`config.mk`:
```
export PLATFORM = sky130hd
export DESIGN_NAME = dram_responder
export DESIGN_NICKNAME = d
export VERILOG_FILES = /design/src/rtl/dram_responder.sv
export SDC_FILE = /design/constraint.sdc
export NUM_CORES = 2
export LEC_CHECK = 0
export CAP_MARGIN = 10
export CORE_ASPECT_RATIO = 1.1
export CORE_UTILIZATION = 55
export DETAILED_ROUTE_END_ITERATION = 10
export PLACE_DENSITY = 0.71
export SYNTH_ARGS = -nofsm -noshare
export SYNTH_HDL_FRONTEND = slang
export SYNTH_SLANG_ARGS = --single-unit
```
`constraint.sdc`:
```
create_clock -name clk -period 4.96 [get_ports clk]
set_clock_uncertainty 0.05 [all_clocks]
set_input_delay 1.488 -clock clk [delete_from_list [all_inputs] [get_ports clk]]
set_output_delay 1.488 -clock clk [all_outputs]
set_load 0.03 [all_outputs]
```
`src/rtl/dram_responder.sv`:
```
// rtl/dram_responder.sv - data-memory responder with programmable wait states
// Accepts one read/write at a time from the processor data port and reports busy/done/err.
module dram_responder #(
    parameter int DW          = 16,
    parameter int AW          = 8,
    parameter int DEPTH       = 256,
    parameter int WAIT_CYCLES = 2
) (
    input  logic          clk,
    input  logic          rst_n,
    input  logic [15:0]   addr_in,
    input  logic [DW-1:0] data_in,
    input  logic [1:0]    mem_write,
    output logic [DW-1:0] dram_out,
    output logic          busy,
    output logic          done,
    output logic          err
);

    localparam logic [1:0]  ST_IDLE  = 2'd0;
    localparam logic [1:0]  ST_WAIT  = 2'd1;
    localparam logic [1:0]  ST_RESP  = 2'd2;
    localparam logic [1:0]  OP_READ  = 2'b01;
    localparam logic [1:0]  OP_WRITE = 2'b10;
    localparam logic [1:0]  OP_RSVD  = 2'b11;
    localparam logic [3:0]  LP_WAIT  = 4'(WAIT_CYCLES);
    localparam logic [16:0] LP_DEPTH = 17'(DEPTH);

    logic [1:0]    r_state;
    logic [3:0]    r_cnt;
    logic [15:0]   r_addr;
    logic [DW-1:0] r_data;
    logic          r_wr;
    logic [DW-1:0] r_q;
    logic          r_done;
    logic          r_err;
    logic [DW-1:0] r_mem [DEPTH];

    logic          w_in_range;
    logic [AW-1:0] w_idx;

    // Range check on the full 16-bit address so high bits never alias into storage.
    assign w_in_range = {1'b0, r_addr} < LP_DEPTH;
    assign w_idx      = r_addr[AW-1:0];

    always_ff @(posedge clk or negedge rst_n) begin
        if (!rst_n) begin
            r_state <= ST_IDLE;
            r_cnt   <= 4'd0;
            r_addr  <= 16'd0;
            r_data  <= '0;
            r_wr    <= 1'b0;
            r_q     <= '0;
            r_done  <= 1'b0;
            r_err   <= 1'b0;
        end else begin
            r_done <= 1'b0;
            r_err  <= 1'b0;
            case (r_state)
                ST_IDLE: begin
                    if (mem_write == OP_READ || mem_write == OP_WRITE) begin
                        r_addr  <= addr_in;
                        r_data  <= data_in;
                        r_wr    <= (mem_write == OP_WRITE);
                        r_cnt   <= LP_WAIT;
                        r_state <= (LP_WAIT == 4'd0) ? ST_RESP : ST_WAIT;
                    end else if (mem_write == OP_RSVD) begin
                        r_err <= 1'b1;
                    end
                end
                ST_WAIT: begin
                    r_cnt <= r_cnt - 4'd1;
                    if (r_cnt <= 4'd1) begin
                        r_state <= ST_RESP;
                    end
                end
                ST_RESP: begin
                    r_state <= ST_IDLE;
                    r_done  <= 1'b1;
                    r_err   <= !w_in_range;
                    if (!r_wr) begin
                        r_q <= w_in_range ? r_mem[w_idx] : '0;
                    end
                end
                default: r_state <= ST_IDLE;
            endcase
        end
    end

    // Storage is never cleared; a reset landing on the commit edge suppresses the write.
    always_ff @(posedge clk) begin
        if (rst_n && r_state == ST_RESP && r_wr && w_in_range) begin
            r_mem[w_idx] <= r_data;
        end
    end

    assign dram_out = r_q;
    assign busy     = (r_state != ST_IDLE);
    assign done     = r_done;
    assign err      = r_err;

endmodule

```
# After elaboration in Yosys (flattened, before gate mapping)
# Memory sizes are Yosys's and may differ from the RTL's.
# Cells that the tools add are included.
# classes
add_sub_neg	1
multipliers	0
n_div	0
order_cmp	2
eq_ne	7
shift	0
muxes	12
n_bitwise	1
reduce_logical	12
# ops
cell	n
$lt A16 B9 Y1 const B	1
$mux W16	1
$pmux W4 S2	1
$reduce_and A2 Y1	4
$eq A2 B2 Y1 const B	3
$mux W1	5
$eq A2 B1 Y1 const B	2
$le A4 B1 Y1 const B	1
$mux W2	2
$mux W4	1
$ne A2 B2 Y1 const B	2
$pmux W2 S2	1
$reduce_bool A2 Y1	2
$sub A4 B1 Y4 const B	1
$logic_and A1 B1 Y1	3
$logic_not A2 Y1	1
$pmux W1 S2	1
$logic_not A1 Y1	1
$logic_or A1 B1 Y1	1
$not A1 Y1	1
# word_totals
regBits	57
latchBits	0
ramBits	4096
romBits	0
in_bits	36
word_cells	44
n_memories	1
# mem_list
name	words	width	read_ports	rd_ports_with_merged_regs	wr	line	text
r_mem	256	16	1	0	1	37	logic [DW-1:0] r_mem [DEPTH];

# Depth between registers and ports, before layout
# depth
ltp_word	6
ltp_mapped	13
mapped_depth_nobuf	7

# Worst setup path after synthesis
# No wires, ideal clock.
# synth_timing
kind	reg-to-reg
startpoint	reg r_data[0]
endpoint	mem r_mem[0][0] (data pin)
setup_ns	0.804
t_arrival_ns	3.183
required_ns	4.106
path_slack_ns	0.923
stages_incl_launch_ff	1
period_less_slack_ns	4.037
cell_sequence	dfrtp_1
# synth_lines
element	line	text
from (decl)	32	logic [DW-1:0] r_data;
from (signal assigned)	63	r_data <= data_in;
to (decl)	37	
# No word-level cell before the write port.

# Worst setup path in the final report
# layout_timing
startpoint	reg r_addr[13]
endpoint	mem r_mem[179][2], enable pin
# layout_via
elab_chain_len	4
# layout_lines
element	line	text
from (decl)	31	logic [15:0] r_addr;
from (signal assigned)	62	r_addr <= addr_in;
$lt A16 B9 Y1	43	assign w_in_range = {1'b0, r_addr} < LP_DEPTH;
$logic_and A1 B1 Y1	92	if (rst_n && r_state == ST_RESP && r_wr && w_in_range) begin
$mux W1	92	
$mux W1 (implied by the code)	93	r_mem[w_idx] <= r_data;
# No other way between the ends.

==> results.ini <==
[synthesis]
synth.area.mux_share_pct=14.29
synth_ff_type=edfxtp_1
async_flop_share_pct=1.373
syn_nets=7789
synth_cell_types=53
ys_seq_elements=4153
syn_area_sq_mm=0.1594
synth-xor-area-share_pct=0.005496
ys.warnings.count=0
synth_top_family_by_area=multiplexers
synth-simple-area-share_pct=2.630
synth_area_per_cell_sq_um=20.56
synth_edf_count=4096
netlist_instances=7749
synth_seq_area_share_pct=78.08
synth_compound_area_share_pct=3.564
synthAdderAreaFrac_pct=0.03141

[drt]
viasPerCell=6.576
route.detailed.drc=0
ant_nets=0
vias=82370
wl_per_cell_um=33.08
dr.pass1.iters=6
drt_iter0_drc=11570
routed_wl_um=414300

[sta]
tightestPinTransition_ns=1.272
fmax_mhz=206.2
slew_violations=0
slew_headroom_pct=14.92
hold_viol=0
period_needed_ns=4.849
fin_crit_sh_pct=97.76
finalSetupViolCount=0
holdWs_ns=0.4224
rsz0062_at_grt=no

[worst_setup_path]
critPathMaxFanout=16
crit_path_end_kind=flop
critical_path_class=flop to flop
critPathArrivalTime_ns=5.43
cpMaxStageDelayCell=nand3_1
cp-start-kind=flop
cp_data_required_time_ns=5.54
crit_chain=or4_1 -> nor2_1 -> nand4_1 -> buf_4 -> nor3_1 -> nand3_1 -> nor2_1 -> buf_4
cp_slowest_stage_delay_ns=0.87

[layout]
drive_gt1_share_pct=23.23
fillers=19010
area_growth_pct=13.63
final_cell_area_sq_mm=0.1811
fin_util_pct=63.06
mostFrequentLayoutCells=edfxtp_1 (4096), mux4_2 (748), mux2i_1 (571), buf_4 (525), clkbuf_16 (408)
final_common_cell=edfxtp_1
nNetsFinal=8372

[floorplan]
die_area_sq_mm=0.2919
die_h_um=566.5
floorplan.initialDensity_pct=55.50
core_area_sq_mm=0.2871
die_w_um=515.2
rows=206
io-pin-count=55

[global_route]
grt_max_degree=181
grt_pass1_vias=81470
grt_first_pass_wirelength_um=589400
grt_overflow=0
antenna_found_initial=28
track_usage_pct=28.31

[cts]
clock_sinks=4153
clock_path_buffers=4
htreeDepth=5
cts_hold_buf=0
cts.clk_slew.worst_paths_ns=0.06
ctsResizeCount=0
cts_made_buffers=401
clock-root-buffer=clkbuf_16
cts_setup_buffers=0
clk-insertion-delay-late_ns=0.96
tritoncts=built

[power]
power_density_mw_per_mm2=575.1
p_leak_nw=57.76
vdd.ir_drop.worst_v=0.0005123

[placement]
place_congestion=0.9016
dpl_cell_area_sq_mm=0.1681
port-buffer-count=54
dp_hpwl_um=250900

[flow_run]
maxCapViolCount=0

[min_path]
hp-class=flop to flop

[run_status]
status=complete, no violations

worst paths after layout:
check                           endpoint  slack, ns       start  cells past startpoint
max in group asynchronous      r_addr[0]       3.29       rst_n                      2
min in group asynchronous      r_data[3]       0.76       rst_n                      2
hold / removal                r_addr[11]       0.42  r_addr[11]                      2
setup reg to reg           r_mem[179][2]       0.11  r_addr[13]                      8
setup / recovery           r_mem[179][2]       0.11  r_addr[13]                      8
hold reg to reg               r_addr[11]       0.42  r_addr[11]                      2
area by class of cell:
type                    instances  area (sq um)  area share [%]
flip-flops and latches       4153        124500           68.76
inverters                      14         55.05         0.03040
multi-input cells            3115         32850           18.14
clock inverters               260          2482           1.371
repair buffers                647          5844           3.228
clock buffers                 480         10500           5.799
well taps                    3848          4815           2.659
diodes                          9         22.52         0.01244
metrics by stage:
step | setup WS, ns | power (mW) | std cells | setup TNS (ns)
final | 0.1109 | 104.1 | 12530 | 0
after global placement | -0.2051 | 73.82 | 11780 | -19.89
after detailed placement | -0.1932 | 74.45 | 11780 | -10.60
after floorplan | 0.9235 | 62.79 | 7749 | 0
after global routing | 0.09824 | 106.8 | 12520 | 0
after CTS | 0.2456 | 104.3 | 12520 | 0
synthesized netlist by cell type (2+ instances only):
master     instances  area (sq um)
a22oi_1          287          2155
a21oi_1          147         735.7
nor3b_1            2         15.01
mux2i_1          571          5715
buf_2            167         835.8
inv_1             11         41.29
dfrtp_1           57          1426
buf_1             43         161.4
o21ai_0           96         480.5
a211oi_1          18         135.1
ha_1               4         50.05
clkbuf_1         203         762.0
a31oi_1           57         356.6
a2111oi_0          2         17.52
and3_1            32         200.2
buf_4             52         390.4
a221oi_1          34         297.8
and3b_1            2         17.52
o211ai_1          33         247.7
a21o_1            14         105.1
a32oi_1            6         52.55
nor3_1            13         65.06
nand3_1          122         610.6
and2_1             6         37.54
clkinv_1           2         7.510
or2_2              2         12.51
mux2_2            19         214.0
nand2b_1           3         18.77
a32o_1            14         140.1
mux4_2           748         16850
nand2_1          268          1006
or4_1             21         157.7
a41oi_1            3         26.28
buf_6              2         22.52
edfxtp_1        4096        123000
o22ai_1           74         462.9
nor2_1           351          1318
nor4_1            16         100.1
a22o_1            18         157.7
nor2b_1           17         106.4
nand4_1           77         481.7
o2111ai_1         17         148.9
o221ai_1           2         17.52
o41a_1            11         123.9
power by group:
group / total, mW / internal (mW) / switching [mW] / leakage, nW
clock: 30.2 / 17.2 / 13.0 / 6.37
combinational: 28.5 / 9.85 / 18.6 / 13.6
sequential: 45.4 / 43.6 / 1.76 / 37.8
critical path: cells and delay by family, from the launching register on:
family	cells	cell delay, ns
AND/OR/NAND/NOR	6	3.44
buffers and inverters	2	0.66
flip-flops	1	0.38
registers in the layout (all words and copies together) (netlist names):
name,cells
done,1
dram_out,16
err,1
r_addr,16
r_cnt,4
r_data,16
r_mem,4096
r_state,2
r_wr,1
metal layers:
layer | track usage (%) | vias to the layer above | part of all wire (%) | wire length, um
li1 | - | 33380 | - | -
met1 | 38.67 | 43100 | 37 | 151200
met2 | 45.17 | 5105 | 49 | 201300
met3 | 5.051 | 779 | 10 | 41730
met4 | 12.24 | 2 | 4.8 | 20020
met5 | 0 | - | 0.0017 | 7
logic make-up (layout without fill, tap and decap cells):
family	after synthesis	in the layout
buffers and inverters	481	1401
AO/OA/AOI/OAI	835	835
multiplexers	1338	1338
AND/OR/NAND/NOR	937	937
XOR/XNOR	1	1
flip-flops	4153	4153
adder cells (fa/ha/maj)	4	4
other	0	9
Note: power is estimated with default switching activity, not from simulation.
